## src/rtl/fetch_stage.sv

```systemverilog
// RV32I instruction fetch stage: owns the PC, issues in-order imem requests, buffers
// returned words with their PCs for decode, and squashes wrong-path fetches on redirect.
module fetch_stage #(
   parameter logic [31:0] RESET_PC = 32'h0100_0000,
   parameter int unsigned DEPTH    = 2
) (
   input  logic        clk,
   input  logic        reset,
   input  logic        pcsel,
   input  logic [31:0] target_pc,
   output logic        imem_req_valid,
   output logic [31:0] imem_req_addr,
   input  logic        imem_req_ready,
   input  logic        imem_rsp_valid,
   input  logic [31:0] imem_rsp_data,
   output logic        inst_valid,
   output logic [31:0] inst,
   output logic [31:0] inst_pc,
   input  logic        inst_ready,
   output logic        misaligned_fault
);

   localparam int unsigned AW = $clog2(DEPTH);
   localparam int unsigned CW = AW + 1;
   localparam logic [CW:0] DepthW = DEPTH[CW:0];

   typedef enum logic [0:0] {StRun, StFault} state_e;

   state_e          state_q, state_d;
   logic [31:0]     pc_q, pc_d;
   logic [CW-1:0]   outstanding_q, outstanding_d;
   logic [CW-1:0]   drop_cnt_q, drop_cnt_d;
   logic [CW-1:0]   count_q, count_d;
   logic [AW-1:0]   pcq_wr_q, pcq_wr_d;
   logic [AW-1:0]   pcq_rd_q, pcq_rd_d;
   logic [AW-1:0]   buf_head_q, buf_head_d;
   logic [AW-1:0]   buf_tail_q, buf_tail_d;

   logic [31:0]     pcq_mem  [DEPTH];
   logic [31:0]     buf_data [DEPTH];
   logic [31:0]     buf_pc   [DEPTH];

   logic [CW:0]     occupancy;
   logic            redirect;
   logic            target_misaligned;
   logic            accept;
   logic            rsp_take;
   logic            rsp_drop;
   logic            buf_we;
   logic            deq;

   // Slots in use: requests still owed a response plus words waiting for decode.
   assign occupancy = {1'b0, outstanding_q} + {1'b0, count_q};

   always_comb begin
      redirect          = pcsel && (state_q == StRun);
      target_misaligned = (target_pc[1:0] != 2'b00);
      imem_req_valid    = !reset && (state_q == StRun) && (occupancy < DepthW) && !pcsel;
      imem_req_addr     = pc_q;
      accept            = imem_req_valid && imem_req_ready;
      rsp_take          = imem_rsp_valid && (outstanding_q != '0);
      rsp_drop          = rsp_take && (drop_cnt_q != '0);
      // A response landing in the redirect cycle belongs to the old path.
      buf_we            = rsp_take && (drop_cnt_q == '0) && !redirect;
      inst_valid        = (count_q != '0);
      deq               = inst_valid && inst_ready;
      inst              = buf_data[buf_head_q];
      inst_pc           = buf_pc[buf_head_q];
      misaligned_fault  = (state_q == StFault);
   end

   always_comb begin
      state_d       = state_q;
      pc_d          = pc_q;
      outstanding_d = outstanding_q + CW'(accept) - CW'(rsp_take);
      drop_cnt_d    = drop_cnt_q - CW'(rsp_drop);
      count_d       = count_q + CW'(buf_we) - CW'(deq);
      pcq_wr_d      = accept   ? pcq_wr_q + 1'b1   : pcq_wr_q;
      pcq_rd_d      = rsp_take ? pcq_rd_q + 1'b1   : pcq_rd_q;
      buf_tail_d    = buf_we   ? buf_tail_q + 1'b1 : buf_tail_q;
      buf_head_d    = deq      ? buf_head_q + 1'b1 : buf_head_q;

      if (accept) begin
         pc_d = pc_q + 32'd4;
      end

      if (redirect) begin
         // PC queue entries stay put so the drained responses still pop them in order.
         count_d    = '0;
         buf_head_d = buf_tail_q;
         buf_tail_d = buf_tail_q;
         drop_cnt_d = outstanding_d;
         if (target_misaligned) begin
            state_d = StFault;
         end else begin
            pc_d = target_pc;
         end
      end
   end

   always_ff @(posedge clk) begin
      if (reset) begin
         state_q       <= StRun;
         pc_q          <= RESET_PC;
         outstanding_q <= '0;
         drop_cnt_q    <= '0;
         count_q       <= '0;
         pcq_wr_q      <= '0;
         pcq_rd_q      <= '0;
         buf_head_q    <= '0;
         buf_tail_q    <= '0;
      end else begin
         state_q       <= state_d;
         pc_q          <= pc_d;
         outstanding_q <= outstanding_d;
         drop_cnt_q    <= drop_cnt_d;
         count_q       <= count_d;
         pcq_wr_q      <= pcq_wr_d;
         pcq_rd_q      <= pcq_rd_d;
         buf_head_q    <= buf_head_d;
         buf_tail_q    <= buf_tail_d;
      end
   end

   always_ff @(posedge clk) begin
      if (accept) begin
         pcq_mem[pcq_wr_q] <= pc_q;
      end
      if (buf_we) begin
         buf_data[buf_tail_q] <= imem_rsp_data;
         buf_pc[buf_tail_q]   <= pcq_mem[pcq_rd_q];
      end
   end

`ifndef SYNTHESIS
   a_buf_no_overflow: assert property (@(posedge clk) disable iff (reset)
      buf_we |-> ({1'b0, count_q} < DepthW));
`endif

endmodule

```

## config.mk

```make
export PLATFORM = sky130hd
export DESIGN_NAME = fetch_stage
export DESIGN_NICKNAME = d
export VERILOG_FILES = /design/src/rtl/fetch_stage.sv
export SDC_FILE = /design/constraint.sdc
export NUM_CORES = 1
export LEC_CHECK = 0
export ABC_AREA = 1
export BUFFER_PORTS_ARGS = -buffer_cell sky130_fd_sc_hd__buf_2
export CELL_PAD_IN_SITES_DETAIL_PLACEMENT = 1
export CELL_PAD_IN_SITES_GLOBAL_PLACEMENT = 2
export CORE_MARGIN = 3
export CORE_UTILIZATION = 41
export CTS_CLUSTER_DIAMETER = 80
export DETAILED_ROUTE_END_ITERATION = 12
export PLACE_DENSITY_LB_ADDON = 0.1
export RECOVER_POWER = 100
export SKIP_LAST_GASP = 1
export SYNTH_ARGS = -nofsm -noshare
export SYNTH_HDL_FRONTEND = slang
export SYNTH_SLANG_ARGS = --single-unit
export TNS_END_PERCENT = 20
```

## constraint.sdc

```tcl
create_clock -name clk -period 7.1 [get_ports clk]
set_input_delay 0.71 -clock clk [delete_from_list [all_inputs] [get_ports clk]]
set_output_delay 0.71 -clock clk [all_outputs]
set_load 0.02 [all_outputs]
```

==> results.toml <==
[finish]
antenna_cells = 0
area.growth.synth_to_final_pct = 18.0
drive_gt1_share_pct = 19.5
fin_nets = 975

[die]
ios = 169
die_w_um = 160
fp-row-count = 55
dieArea_mm2 = 0.0256
die_h_um = 160
initial_core_util_pct = 42.4
core_mm2 = 0.0230

[worst_setup_path]
arrival_ns = 4.57
required_ns = 7.17
path_class = "reg2reg"
max_stage_delay_ns = 2.28
path_common_cell = "nor2_1"
critPathBufInv = 1
cpMaxStageDelayCell = "nor2_1"
cp-start-kind = "register"
crit_family = "simple AND/OR/NAND/NOR gates"
worstPathCellList = "nand2_1 > inv_1 > fa_1 > nor2_1 > nand4_1 > nor2_1"
end_kind = "register"
path_max_fanout = 32

[cts]
clock_latency_ns = 0.51
cts_tree = "built"
cts.clk_slew.worst_paths_ns = 0.06
h-tree-depth = 1
cts_root_buf = "clkbuf_16"
holdBufCountCts = 0
clkSinkCount = 237
postCtsSetupBuffers = 0
clockBufferDepth = 3
numCtsBuffers = 26
cts_resized = 0

[timing]
fin_crit_sh_pct = 63.3
slew_violations = 284
fin_tns_setup_ns = 0
fin_crit_ns = 4.50
finalHoldWorstSlack_ns = 0.386
relSlewSlack_pct = -153
finClkSkew_ns = 0.0117
finalSetupViolations = 0
hold_viol_final = 0
fmax_mhz = 222
worst_slew_pin_slew_ns = 3.80
rsz0062_at_grt = "false"

[logic_synthesis]
synth-compound-area-share_pct = 3.63
synth_async_sr_flop_share_pct = 0
synth_cells = 721
synthAdderAreaFrac_pct = 0.976
synth_top_family_by_area = "multiplexers"
synth-edff-count = 192
avgSynthCellArea_um2 = 13.5
yosysWarnings = 0
synthFlopType = "edfxtp_1"
synthTopCellsByArea = "edfxtp_1, mux2_2, dfxtp_1, nand2_1, inv_1"
yosysTopAreaCell = "edfxtp_1"
yosysUniqueCellTypes = 38
muxShareOfSynthArea_pct = 11.1
ys_ff_latch = 237
yosys.area_share.simple_pct = 10.4
yosysMostFrequentCell = "edfxtp_1"
synth_top_area_share_pct = 59.2
syn-cell-area_mm2 = 0.00974
synth_xor_area_share_pct = 1.08
ys_seq_area_share_pct = 68.4
synth_common_cells = "edfxtp_1, mux2_2, nand2_1"
synth_fp_nets = 798

[run]
max-cap-violations = 5

[global_route]
grt_pass1_wl_um = 34700
grt_pass1_vias = 6530
overflow = 0
antenna_found_initial = 0
gr-usage-all-layers_pct = 16.8
grt_start_max_net_pins = 65

[pwr]
p_per_area_mw_per_mm2 = 294
ir_drop_mv = 0.137
leakage_nw = 4.20

[placement]
routabilityCongestion = 0.746
place_hpwl_um = 14800
io_buffers = 168

[status]
status = "finished, violations left"
violations = "max-capacitance violations, max-slew violations"

[routing]
drc_errors = 0
ant_nets = 0
post_drt_wl_per_cell_um = 17.8
wl_um = 21900
via_count = 5981
dr.pass1.iters = 4
via_per_inst = 4.86
drtIter0Drc = 221

[min_path]
worstHoldPathType = "in2reg"
logic make-up (layout without fill, tap and decap cells):
| family | count (synthesis) | in the layout |
|---|---|---|
| DFF | 237 | 237 |
| and+or+nand+nor | 201 | 201 |
| buffers and inverters | 104 | 300 |
| muxes | 96 | 96 |
| AOI/OAI and AO/OA | 64 | 64 |
| xor gates and xnor gates | 12 | 12 |
| adders and majority gates | 7 | 7 |
flip-flops by register name (all words and copies together), names as in the netlist, named ones only:
name and count:
pcq_rd_q 1, buf_data 64, pcq_mem 64, imem_req_addr 32, buf_pc 64, count_q 2
misaligned_fault 1, buf_tail_q 1, pcq_wr_q 1, outstanding_q 2, buf_head_q 1, drop_cnt_q 2
path summary, 6_finish.rpt:
path / slack [ns] / cells after the start / endpoint / from
worst min-delay path: 0.39 / 1 / buf_data[1][31] / imem_rsp_data[31]
worst min register to register: 0.47 / 1 / pcq_rd_q / pcq_rd_q
worst max register to register: 2.60 / 6 / pcq_mem[0][0] / outstanding_q[0]
worst max-delay path: 2.60 / 6 / pcq_mem[0][0] / outstanding_q[0]
layout make-up:
| type | instances | area (um^2) |
|---|---|---|
| repair buffers | 171 | 712 |
| clock buffers | 33 | 698 |
| clock inverters | 14 | 113 |
| inverters | 82 | 308 |
| fillers | 2481 | 11500 |
| well taps | 313 | 392 |
| flip-flops and latches | 237 | 6670 |
| multi-input cells | 380 | 2610 |
report_power, final:
group / total (mW) / switching, mW / internal [mW] / leakage [nW]
sequential: 1.69 / 0.0673 / 1.62 / 2.12
combinational: 0.437 / 0.272 / 0.165 / 1.70
clock: 1.25 / 0.520 / 0.733 / 0.379
total: 3.38 / 0.860 / 2.52 / 4.20
layer usage:
| metal | global-route usage [%] | up-vias | part of all wire, % |
|---|---|---|---|
| met5 | 0 | - | 0 |
| met4 | 3.79 | 0 | 1.6 |
| met3 | 2.75 | 28 | 5.0 |
| met2 | 28.8 | 144 | 47 |
| met1 | 22.7 | 2929 | 46 |
| li1 | - | 2880 | - |
metrics by stage:
step	std cells	worst slack [ns]	total power, mW	util (%)	instance area (um^2)
floorplan	721	2.75	2.02	-	9740
global placement	1183	4.38	2.18	47.5	10900
detailed placement	1183	4.31	2.19	47.5	10900
CTS	1230	4.24	3.46	51.0	11700
global route	1230	2.17	3.54	50.0	11500
finish	1230	2.60	3.38	50.0	11500
layout by cell type (no fill, tap or decap), types with 5 or more instances in the layout:
| master | n |
|---|---|
| clkbuf_1 | 118 |
| nand4_1 | 11 |
| xnor2_1 | 6 |
| ha_1 | 6 |
| o21bai_1 | 7 |
| nand3_1 | 33 |
| mux2_2 | 59 |
| xor2_1 | 6 |
| nor2_2 | 5 |
| clkbuf_16 | 27 |
| edfxtp_1 | 192 |
| mux2_1 | 37 |
| nor2_1 | 36 |
| inv_1 | 80 |
| nor2_4 | 9 |
| a21oi_1 | 16 |
| o21ai_0 | 33 |
| clkinv_1 | 6 |
| nand2_1 | 92 |
| buf_2 | 56 |
| dfxtp_1 | 45 |
Power figures use the tool's default switching activity.
